<file path="src/rtl/pipe_stage_reg.sv">
// Pipeline stage register with valid/ready handshake, flush and stall counter.
// Define PIPE_SKID_EN to add a one-entry skid buffer and a registered in_ready_o.
module pipe_stage_reg #(
  parameter int CTRL_W = 12,
  parameter int DATA_W = 133,
  parameter int CNT_W  = 16
) (
  input  logic              clk_i,
  input  logic              rst_i,
  input  logic              flush_i,
  input  logic              in_valid_i,
  output logic              in_ready_o,
  input  logic [CTRL_W-1:0] ctrl_i,
  input  logic [DATA_W-1:0] data_i,
  output logic              out_valid_o,
  input  logic              out_ready_i,
  output logic [CTRL_W-1:0] ctrl_o,
  output logic [DATA_W-1:0] data_o,
  output logic [CNT_W-1:0]  stall_cnt_o
);

  logic              main_valid;
  logic [CTRL_W-1:0] main_ctrl;
  logic [DATA_W-1:0] main_data;
  logic [CNT_W-1:0]  stall_cnt;
  logic              accept;
  logic              drain;

  assign accept = in_valid_i & in_ready_o;
  assign drain  = main_valid & out_ready_i;

`ifdef PIPE_SKID_EN
  logic              skid_valid;
  logic [CTRL_W-1:0] skid_ctrl;
  logic [DATA_W-1:0] skid_data;

  assign in_ready_o = ~skid_valid;

  // Main and skid entries; skid refills main whenever main frees up.
  always_ff @(posedge clk_i or negedge rst_i) begin
    if (!rst_i) begin
      main_valid <= 1'b0;
      main_ctrl  <= '0;
      main_data  <= '0;
      skid_valid <= 1'b0;
      skid_ctrl  <= '0;
      skid_data  <= '0;
    end else if (flush_i) begin
      main_valid <= 1'b0;
      main_ctrl  <= '0;
      skid_valid <= 1'b0;
      skid_ctrl  <= '0;
    end else if (!main_valid || drain) begin
      if (skid_valid) begin
        main_valid <= 1'b1;
        main_ctrl  <= skid_ctrl;
        main_data  <= skid_data;
        skid_valid <= 1'b0;
        skid_ctrl  <= '0;
      end else if (accept) begin
        main_valid <= 1'b1;
        main_ctrl  <= ctrl_i;
        main_data  <= data_i;
      end else begin
        main_valid <= 1'b0;
        main_ctrl  <= '0;
      end
    end else if (accept) begin
      skid_valid <= 1'b1;
      skid_ctrl  <= ctrl_i;
      skid_data  <= data_i;
    end
  end
`else
  assign in_ready_o = ~main_valid | out_ready_i;

  // Single entry: load on accept, empty out on a drain with no refill.
  always_ff @(posedge clk_i or negedge rst_i) begin
    if (!rst_i) begin
      main_valid <= 1'b0;
      main_ctrl  <= '0;
      main_data  <= '0;
    end else if (flush_i) begin
      main_valid <= 1'b0;
      main_ctrl  <= '0;
    end else if (accept) begin
      main_valid <= 1'b1;
      main_ctrl  <= ctrl_i;
      main_data  <= data_i;
    end else if (drain) begin
      main_valid <= 1'b0;
      main_ctrl  <= '0;
    end
  end
`endif

  // Saturating count of cycles where a valid entry is held back.
  always_ff @(posedge clk_i or negedge rst_i) begin
    if (!rst_i) begin
      stall_cnt <= '0;
    end else if (main_valid && !out_ready_i && (stall_cnt != '1)) begin
      stall_cnt <= stall_cnt + CNT_W'(1);
    end
  end

  assign out_valid_o = main_valid;
  assign ctrl_o      = main_ctrl;
  assign data_o      = main_data;
  assign stall_cnt_o = stall_cnt;

endmodule
</file>
<file path="config.mk">
export PLATFORM = sky130hd
export DESIGN_NAME = pipe_stage_reg
export DESIGN_NICKNAME = d
export VERILOG_FILES = /design/src/rtl/pipe_stage_reg.sv
export SDC_FILE = /design/constraint.sdc
export NUM_CORES = 1
export LEC_CHECK = 0
export BUFFER_PORTS_ARGS = -buffer_cell sky130_fd_sc_hd__buf_4
export CAP_MARGIN = 20
export CELL_PAD_IN_SITES_DETAIL_PLACEMENT = 0
export CELL_PAD_IN_SITES_GLOBAL_PLACEMENT = 2
export CORE_MARGIN = 2
export CORE_UTILIZATION = 31
export DETAILED_ROUTE_END_ITERATION = 7
export GPL_TIMING_DRIVEN = 0
export PLACE_DENSITY_LB_ADDON = 0.3
export RECOVER_POWER = 50
export SYNTH_ARGS = -nofsm -noshare
export SYNTH_HDL_FRONTEND = slang
export SYNTH_SLANG_ARGS = --single-unit
</file>
<file path="constraint.sdc">
create_clock -name clk_i -period 3.1 [get_ports clk_i]
set_input_delay 0.155 -clock clk_i [delete_from_list [all_inputs] [get_ports clk_i]]
set_output_delay 0.155 -clock clk_i [all_outputs]
set_load 0.02 [all_outputs]
</file>
---- Word-level counts from Yosys, hierarchy flattened ----
Cells that the tools add are included.
word-level totals
  bits in registers ....................... 162
  logic and storage cells ................. 22
  bits of input ports ..................... 150
  output and inout port bits .............. 163
cells by class
  $add $sub $neg .......................... 1
  reduce and logical (&&, ||, !) cells .... 5
  bitwise logic cells ..................... 5
  eq/ne operators ......................... 1
  multiplexer cells ....................... 6
operators with widths
  kind                                                             count
  12-bit two-way mux                                               3
  16-bit by 1-bit adder with 16-bit output, second input constant  1
  16-bit inequality test, second input constant                    1
  1-bit two-way mux                                                3
  3-bit nonzero test                                               1
  1-bit AND                                                        2
  1-bit logical AND                                                2
  1-bit inverter                                                   2
  2-bit AND reduction                                              1
  1-bit logical NOT                                                1
  1-bit bitwise OR                                                 1

---- Longest topological paths before layout ----
Gate-level depths: netlist of the first run.
  depth after elaboration ................. 5
  depth in mapped cells ................... 6
  depth with buffers taken out ............ 5

---- Worst setup path before layout of the first run ----
Ideal clock, no wire load.
  path kind ............................... register to register
  from .................................... register stall_cnt[0], in the netlist stall_cnt_o[0]
  to ...................................... register stall_cnt[14], in the netlist stall_cnt_o[14]
  library setup time ...................... 0.135 ns
  arrival ................................. 1.719 ns
  stages on the path, launching flop included .. 6
  data required time ...................... 2.965 ns
  slack ................................... 1.245 ns
  clock period less this slack ............ 1.855 ns
  path buffers ............................ 0
  cell sequence ........................... dfrtp_1 ha_1 nand3_1 nor4_1 and4b_1 a21oi_1
on the way
  longest elaborated chain between the ends .. 2
  elaborated cells on any way between the ends .. 3
  classes of those cells .................. add/sub: 1; eq/ne: 1; reduce/logical: 1
RTL lines
  what                                                                              RTL line  text
  start: declaration                                                                25        logic [CNT_W-1:0] stall_cnt;
  start signal: assignment                                                          102       stall_cnt <= stall_cnt + CNT_W'(1);
  branches (longest 2 deep; another with 16-bit by 1-bit adder with 16-bit output)  --
Several ways; the timed one is not identified.
A chain may end at the register's enable or synchronous reset.

---- Worst setup path after layout of the first run ----
Ends and elaborated chain as after synthesis.

==> impl_metrics.toml, run 1 <==
[detailed_routing]
drc = 0
wl_met2_um = 9360
via_per_inst = 4.41
drt_iter0_drc = 112
post_drt_wl_per_cell_um = 16.1
firstDrtPassIters = 4
met1_length_um = 7320
routed-via-count = 5027
routed.top_layer = "met4"
met3_length_um = 1260
wl_um = 18400
antenna_left = 0

[final_layout]
final_layout_size_suffix_gt1_frac = 0.389
layout_common_cells = "clkbuf_1 (164), dfrtp_1 (162), buf_4 (154)"
area_growth_pct = 68.1
layout_commonest_cell = "clkbuf_1"
num_antenna_cells = 0
fin_nets = 1014

[cts]
hold_buffers = 148
htreeDepth = 4
clk_latency_ps = 410
cts_tree = "yes"
cts_root_buf = "clkbuf_16"
cts_num_sinks = 162
numCtsBuffers = 17
clockBufferDepth = 2
path_clk_slew_ps = 60
cts_resized = 0
postCtsSetupRepairBufs = 0

[power]
power_density_nw_per_um2 = 622
power_mw = 6.47
ir_drop_uv = 348
p_leak_nw = 4.59

[timing]
final-setup-viol-count = 0
fin_tns_setup_ps = 0
fin_skew_ps = 8.12
rsz0062_at_grt = "no"
max-slew-margin-rel = -0.0647
worst_slack_ps = 1030
hold_viol = 0
finalCritPeriodShare = 0.667
worst_pin_slew_ps = 1600
final_period_minus_worst_setup_slack_ps = 2070
slew_viol_final = 63
max_freq_ghz = 0.483

[global_route]
grt_overflow_total = 0
grtUsageTotal = 0.178
grt_first_pass_wirelength_um = 29800
antenna_found_initial = 0
grt_pass1_vias = 5596
grt_max_degree = 101

[floorplanning]
chipWidth_um = 145
core_um2 = 19500
row_count = 51
dieArea_um2 = 21100
start_util = 0.317
dieHeight_um = 145
ios = 313

[logic_synthesis]
yosysUniqueCellTypes = 32
syn_nets = 534
synth_top_area_cell = "dfrtp_1"
ys_warn_count = 0
synth.area.top_cells = "dfrtp_1 (66%), mux2_2 (24%), a22o_1 (1.7%)"
postSynthAreaPerCell_um2 = 16.2
synth_cells = 383
ys_seq_area_frac = 0.655
synth_area_um2 = 6190
synth_seq_cells = 162
yosysTopAreaCellShare = 0.655

[setup_path]
crit_path_end_kind = "register"
path_max_fanout = 7
critPathKind = "register to register"
worstSetupStartpointType = "register"
cp.required_ps = 3390
arrival_ps = 2360

[run_status]
violations = "max-capacitance violations, max-slew violations"
outcome = "finished with violations"

[hold_path]
worst_hold_path_type = "input pin to register"

[place]
dp_slack_ps = 975
dp_hpwl_um = 12700
numPortBuffers = 312
place.gp.congestion = 0.748

[job]
maxCapViolCount = 1
-- synthesized netlist by cell type --
master and count:
nor2b_4 1, nand4_1 5, o2111ai_1 1, inv_2 1, o41ai_4 1, nor2_1 5, and4b_1 1, nor3_1 4
clkbuf_1 1, dfrtp_1 162, nor4_2 1, buf_2 12, xnor2_1 7, nor3_2 2, o21a_1 1, mux2_2 133
nand3_1 5, xor2_1 6, a22o_1 12, ha_1 1, o41a_2 1, nand2_1 6, a21oi_1 2, a31oi_1 1
or4_4 1, nand4_4 1, nor4_1 1, inv_1 1, buf_4 4, nor3b_1 1, o21ai_0 1, or2_2 1
-- state kept, by name, indices dropped and copies added, names as in the netlist --
name and cells:
out_valid_o 1, data_o 133, stall_cnt_o 16, ctrl_o 12
-- area by class of cell --
cell class | count | area, µm²
clock inverter | 12 | 205
inverter | 2 | 7.51
buffer | 17 | 93.8
sequential | 162 | 4050
fill | 1785 | 9120
timing repair buffer | 461 | 3240
multi-input combinational | 202 | 2030
tap | 265 | 332
clock buffer | 19 | 433
-- logic make-up (layout without fill, tap and decap cells) --
logic type | after synthesis | count (layout) | synth area share
flip-flops | 162 | 162 | 0.655
multiplexers | 133 | 133 | 0.242
AND/OR/NAND/NOR | 35 | 35 | 0.0366
AO/OA/AOI/OAI | 20 | 20 | 0.0295
buffers and inverters | 19 | 511 | 0.0164
XOR/XNOR | 13 | 13 | 0.0184
adder cells (fa/ha/maj) | 1 | 1 | 0.00202
-- where the power goes --
| part | switching (mW) | internal (mW) | leakage (nW) | total, mW |
|---|---|---|---|---|
| clock network | 0.846 | 1.43 | 0.304 | 2.28 |
| registers | 0.203 | 2.45 | 1.95 | 2.66 |
| logic | 0.871 | 0.664 | 2.33 | 1.53 |
| total | 1.92 | 4.55 | 4.59 | 6.47 |
-- layer usage --
layer,up-vias,global-route usage
met5,-,0
met4,0,0.0662
met3,29,0.0563
met2,217,0.315
met1,2447,0.200
li1,2334,-
-- final timing paths --
path	startpoint	endpoint	slack, ps	cells after the start
worst max-delay path	stall_cnt_o[0]$_DFFE_PN0P_	stall_cnt_o[14]$_DFFE_PN0P_	1030	5
worst min-delay path	out_ready_i	stall_cnt_o[0]$_DFFE_PN0P_	80	4
worst max register to register	stall_cnt_o[0]$_DFFE_PN0P_	stall_cnt_o[14]$_DFFE_PN0P_	1030	5
worst min register to register	data_o[106]$_DFFE_PN0P_	data_o[106]$_DFFE_PN0P_	500	1
max in group asynchronous	rst_i	data_o[119]$_DFFE_PN0P_	1200	3
min in group asynchronous	rst_i	data_o[5]$_DFFE_PN0P_	680	2
-- worst max-delay path, cell delays in order (launching register included) --
cell	delay, ps
dfrtp_1	440
ha_1	200
nand3_1	300
nor4_1	650
and4b_1	280
a21oi_1	70
-- per-stage QoR --
stage               std cells  hold WS, ps  area [µm²]   util
floorplan                 383         -141        6190      -
global placement          960          328        8860  0.454
detailed placement        961          131        8900  0.456
CTS                      1140         59.7       11000  0.564
global route             1140         79.6       10400  0.533
finish                   1140         77.5       10400  0.533
(Power assumes the default switching activity.)
==> run 2, diff against run 1 <==
CORE_UTILIZATION = 26   (was 31)
clock period = 1.7 ns   (was 3.1 ns; I/O delays follow)
==> run 2 against run 1 <==
Largest cell class is now non-clock buffers. Combinational power up 130%. Worst setup slack worse by 1100 ps. Hold slack better by 89 ps. Fmax grew 19%. Critical endpoint is now data_o[18]$_DFFE_PN0P_. Wire length is 11% higher. Global-route usage decreased by 3.6 points. Die area is 19% higher. First-iteration DRC count grew 59%. Register-to-register slack got worse by 1100 ps. Sequential power is 84% higher. The flow finishes with violations (negative setup slack).
==> impl_metrics.toml, run 2 (same netlist as run 1, synthesis figures left out) <==
[run_status]
outcome = "finished with violations"
violations = "negative setup slack"

[power]
clkPwrFrac = 0.302
p_leak_nw = 5.54
power_density_nw_per_um2 = 1020
p_switching_mw = 3.83
sw_frac_of_total = 0.315
power.internal_mw = 8.33
seqPwrFrac = 0.402
comb_power_share = 0.295
ir_drop_uv = 542

[timing]
final_period_minus_worst_setup_slack_ps = 1730
final-setup-viol-count = 24
max_freq_ghz = 0.577
worst_slack_ps = -33.4
fin_skew_ps = 11.8
worst_pin_slew_ps = 1230
rsz0062_at_grt = "yes"
hold_viol = 0
slew_viol_final = 0
max-slew-margin-rel = 0.182
finalCritPeriodShare = 1.02

[final_layout]
area_growth_pct = 92.2
num_antenna_cells = 0
nFillCells = 2122
fin_nets = 1047
layout_common_cells = "buf_4 (225), dfrtp_1 (151), dlygate4sd3_1 (148)"
largest_reg_flops = 133
instances_no_fill = 1227
final_layout_size_suffix_gt1_frac = 0.497
layout_commonest_cell = "buf_4"

[job]
maxCapViolCount = 0

[detailed_routing]
firstDrtPassIters = 4
antenna_left = 0
post_drt_wl_per_cell_um = 16.6
via_per_inst = 4.25
drt_iter0_drc = 178
wl_um = 20300
routed-via-count = 5212
drc = 0

[floorplanning]
dieArea_um2 = 25100
dieHeight_um = 158
core_um2 = 23400
row_count = 56
chipWidth_um = 158
ios = 313
start_util = 0.264

[setup_path]
r2r.worst_path.cells = 6
critical_path.endpoint = "data_o[18]$_DFFE_PN0P_"
rrSetupSlack_ps = -30
cp.required_ps = 2010
crit_path_end_kind = "register"
arrival_ps = 2040
path_max_fanout = 10
r2r_start = "out_valid_o$_DFFE_PN0P_"
critPathKind = "register to register"
crit_path_start = "out_valid_o$_DFFE_PN0P_"
r2r_end = "data_o[18]$_DFFE_PN0P_"
worstSetupStartpointType = "register"

[hold_path]
worst_hold_path_type = "input pin to register"

[place]
dp_hpwl_um = 12800
dp_slack_ps = -344
dp.cells = 1015
place.gp.congestion = 0.763
numPortBuffers = 312

[cts]
cts_tree = "yes"
htreeDepth = 4
path_clk_slew_ps = 70
cts_num_sinks = 162
numCtsBuffers = 17
cts_root_buf = "clkbuf_16"
clk_latency_ps = 420
clockBufferDepth = 2

[global_route]
grt_first_pass_wirelength_um = 27800
grtUsageTotal = 0.142
antenna_found_initial = 0
grt_max_degree = 86
grt_pass1_vias = 5522
grt_overflow_total = 0
-- run 2: routing by layer --
| metal | track usage | routed length, µm | share of wire |
|---|---|---|---|
| met1 | 0.156 | 8060 | 0.40 |
| met4 | 0.0433 | 338 | 0.017 |
| met5 | 0 | 0 | 0 |
| met3 | 0.0509 | 1440 | 0.071 |
| met2 | 0.256 | 10500 | 0.52 |
-- run 2: cell type report --
class                           instances  area, µm²  area share
Multi-Input combinational cell        202       2530       0.213
Buffer                                 17        303      0.0255
Timing Repair Buffer                  494       4030       0.339
Clock buffer                           18        439      0.0369
Clock inverter                         13        118     0.00989
Tap cell                              319        399      0.0336
Inverter                                2       7.51    0.000631
Sequential cell                       162       4070       0.342
-- run 2: worst max-delay path: stages (launching register included) --
cell       delay (ps)
dfrtp_2           400
nor2b_4           140
nor3b_2           200
buf_6             190
clkbuf_16         200
buf_12            140
mux2_2            340
-- run 2: through the flow --
stage	hold WS (ps)	util	TNS, ps	total power, mW	cell area (µm²)
5_1_grt	176	0.508	-7880	12.8	11900
3_5_place_dp	130	0.384	-32100	7.99	8980
4_1_cts	60.4	0.476	-2250	12.0	11100
6_report	167	0.508	-318	12.2	11900
3_3_place_gp	259	0.382	-73300	7.91	8950
2_1_floorplan	-211	-	-344	6.36	6210
-- run 2: worst min-delay path by stage --
stage	start	to	slack (ps)	depth (start not counted)
2_1_floorplan	rst_i	ctrl_o[0]$_DFFE_PN0P_	-210	0
3_3_place_gp	flush_i	out_valid_o$_DFFE_PN0P_	260	2
3_5_place_dp	rst_i	data_o[67]$_DFFE_PN0P_	130	1
4_1_cts	out_ready_i	stall_cnt_o[4]$_DFFE_PN0P_	60	5
5_1_grt	in_valid_i	ctrl_o[11]$_DFFE_PN0P_	180	4
6_report	out_ready_i	stall_cnt_o[12]$_DFFE_PN0P_	170	5
-- run 2: power by group through the flow --
stage / Combinational [mW] / Sequential (mW) / Clock (mW)
finish: 3.59 / 4.89 / 3.68
global route: 3.81 / 4.97 / 3.98
CTS: 3.36 / 4.88 / 3.80
detailed placement: 3.05 / 4.93 / 0
global placement: 3.01 / 4.90 / 0
floorplan: 0.704 / 5.66 / 0
-- run 2: repair_timing --
item,CTS,global route
hold buffers,148,0
gates cloned,0,15
endpoints found under the setup margin,155,143
buffers inserted,5,13
pin swaps,2,4
gates resized for setup,18,169
endpoints found under the hold margin,230,0
==> run 3, diff against run 2 <==
CORE_UTILIZATION = 27   (was 26)
CTS_BUF_LIST = sky130_fd_sc_hd__clkbuf_8   (was unset)
CTS_CLUSTER_SIZE = 24   (was unset)
==> run 3 against run 2 <==
The flow still finishes with violations (negative setup slack). Highest routed layer unchanged. Global-route usage increased by 1.5 points. Worst setup slack improved by 28 ps. Sequential power about the same. Fmax grew 1.6%. Non-clock buffer count down 9. Total power decreased by 5.2%. Critical path depth stayed put. Largest cell class is now flip-flops and latches. Clock power shrank 13%. Hold slack worse by 35 ps.
==> impl_metrics.toml, run 3 (same netlist as run 1, synthesis figures left out) <==
[run_status]
outcome = "finished with violations"
violations = "negative setup slack"

[timing]
final_period_minus_worst_setup_slack_ps = 1710
max_freq_ghz = 0.586
rsz0062_at_grt = "yes"
fin_tns_setup_ps = -5.41
fin_skew_ps = 15.5
worst_pin_slew_ps = 893
hold_viol = 0
max-slew-margin-rel = 0.405
worst_slack_ps = -5.41
final-setup-viol-count = 1
finalCritPeriodShare = 1.00
slew_viol_final = 0

[setup_path]
r2r_start = "out_valid_o$_DFFE_PN0P_"
worstSetupStartpointType = "register"
critPathKind = "register to register"
cp.required_ps = 2020
rrSetupSlack_ps = -5
r2r_end = "data_o[121]$_DFFE_PN0P_"
path_max_fanout = 10
arrival_ps = 2030
crit_path_end_kind = "register"
r2r.worst_path.cells = 6

[place]
place.gp.congestion = 0.743
place_area_um2 = 8940
numPortBuffers = 312
dp_slack_ps = -309
dp_hpwl_um = 13600

[floorplanning]
start_util = 0.274
chipWidth_um = 155
dieHeight_um = 155
dieArea_um2 = 24100
ios = 313
core_um2 = 22600
row_count = 55

[cts]
cts_num_sinks = 162
htreeDepth = 4
cts_root_buf = "clkbuf_8"
numCtsBuffers = 17
clk_latency_ps = 450
cts_tree = "yes"
clockBufferDepth = 2
path_clk_slew_ps = 80

[final_layout]
fin_nets = 1038
layout_commonest_cell = "buf_4"
area_growth_pct = 82.6
num_antenna_cells = 0
layout_common_cells = "buf_4 (231), dfrtp_1 (152), dlygate4sd3_1 (148)"
final_layout_size_suffix_gt1_frac = 0.495
largest_reg_flops = 133
stdcell_area_um2 = 11300

[detailed_routing]
routed.top_layer = "met4"
wl_met2_um = 10200
routed-via-count = 5121
met3_length_um = 1540
antenna_left = 0
post_drt_wl_per_cell_um = 17.0
met1_length_um = 7930
drc = 0
drt_iter0_drc = 104
firstDrtPassIters = 5
wl_um = 20100
via_per_inst = 4.33

[power]
p_leak_nw = 5.26
ir_drop_uv = 579
power_density_nw_per_um2 = 1020

[global_route]
antenna_found_initial = 0
grt_pass1_vias = 5571
grt_max_degree = 101
grt_first_pass_wirelength_um = 29200
grt_overflow_total = 0
grtUsageTotal = 0.156

[hold_path]
worst_hold_path_type = "input pin to register"
min_path_cells = 4
holdPathEnd = "ctrl_o[11]$_DFFE_PN0P_"
hp-start = "in_valid_i"

[job]
maxCapViolCount = 0
run 3: changes by cell type in the layout (fill, tap and decap cells not counted), moves of 6 or more:
cell | before | now
buf_12 | 17 | 11
buf_4 | 225 | 231
clkbuf_16 | 32 | 4
clkbuf_8 | 1 | 18
mux2_4 | 119 | 88
mux2_2 | 14 | 45
run 3: layout make-up:
class,count,area (µm²)
sequential,162,4070
buffer,17,259
inverter,2,7.51
tap,285,357
multi-input combinational,202,2420
timing repair buffer,485,3750
fill,2001,11300
clock inverter,13,199
clock buffer,18,248
run 3: where the power goes:
part           total [mW]  leakage (nW)  internal, mW  switching [mW]
sequential           4.88          1.94          4.48           0.406
combinational        3.44          3.10          1.76            1.68
clock                3.21         0.224          1.67            1.54
run 3: how the worst max path moves through the flow:
stage                                       start                           to  slack (ps)  depth (start not counted)
after global routing      out_valid_o$_DFFE_PN0P_      data_o[121]$_DFFE_PN0P_         -50                          6
after global placement                      rst_i  stall_cnt_o[12]$_DFFE_PN0P_        -470                          1
final                     out_valid_o$_DFFE_PN0P_      data_o[121]$_DFFE_PN0P_          -5                          6
after detailed placement  out_valid_o$_DFFE_PN0P_      data_o[101]$_DFFE_PN0P_        -310                          6
after floorplan           out_valid_o$_DFFE_PN0P_      data_o[100]$_DFFE_PN0P_         -10                          6
after CTS                 out_valid_o$_DFFE_PN0P_      data_o[131]$_DFFE_PN0P_          -8                          6
run 3: timing repair:
item	CTS	global route
endpoints found under the setup margin	152	140
buffers inserted	5	15
cloned	0	4
pin swaps	1	6
hold buffers	148	0
gates resized for setup	25	122
hold endpoints to repair	208	0
run 3: critical path: stages, from the launching register on:
cell and delay, ps:
dfrtp_2 420, nor2b_4 140, nor3b_2 210, buf_6 170, buf_12 150, buf_8 140
mux2_2 340
run 3: metal layers:
metal | up-vias | global-route usage
met1 | 2518 | 0.175
met4 | 0 | 0.0546
li1 | 2378 | -
met3 | 24 | 0.0604
met5 | - | 0
met2 | 201 | 0.272
run 3: through the flow:
stage          cells  power, mW  hold slack (ps)  utilization
2_1_floorplan    383       6.36             -211            -
4_1_cts         1165       11.6             92.5        0.488
3_3_place_gp     980       7.91              255        0.395
3_5_place_dp     981       7.99             58.6        0.396
6_report        1184       11.5              131        0.501
5_1_grt         1184       12.1              106        0.501
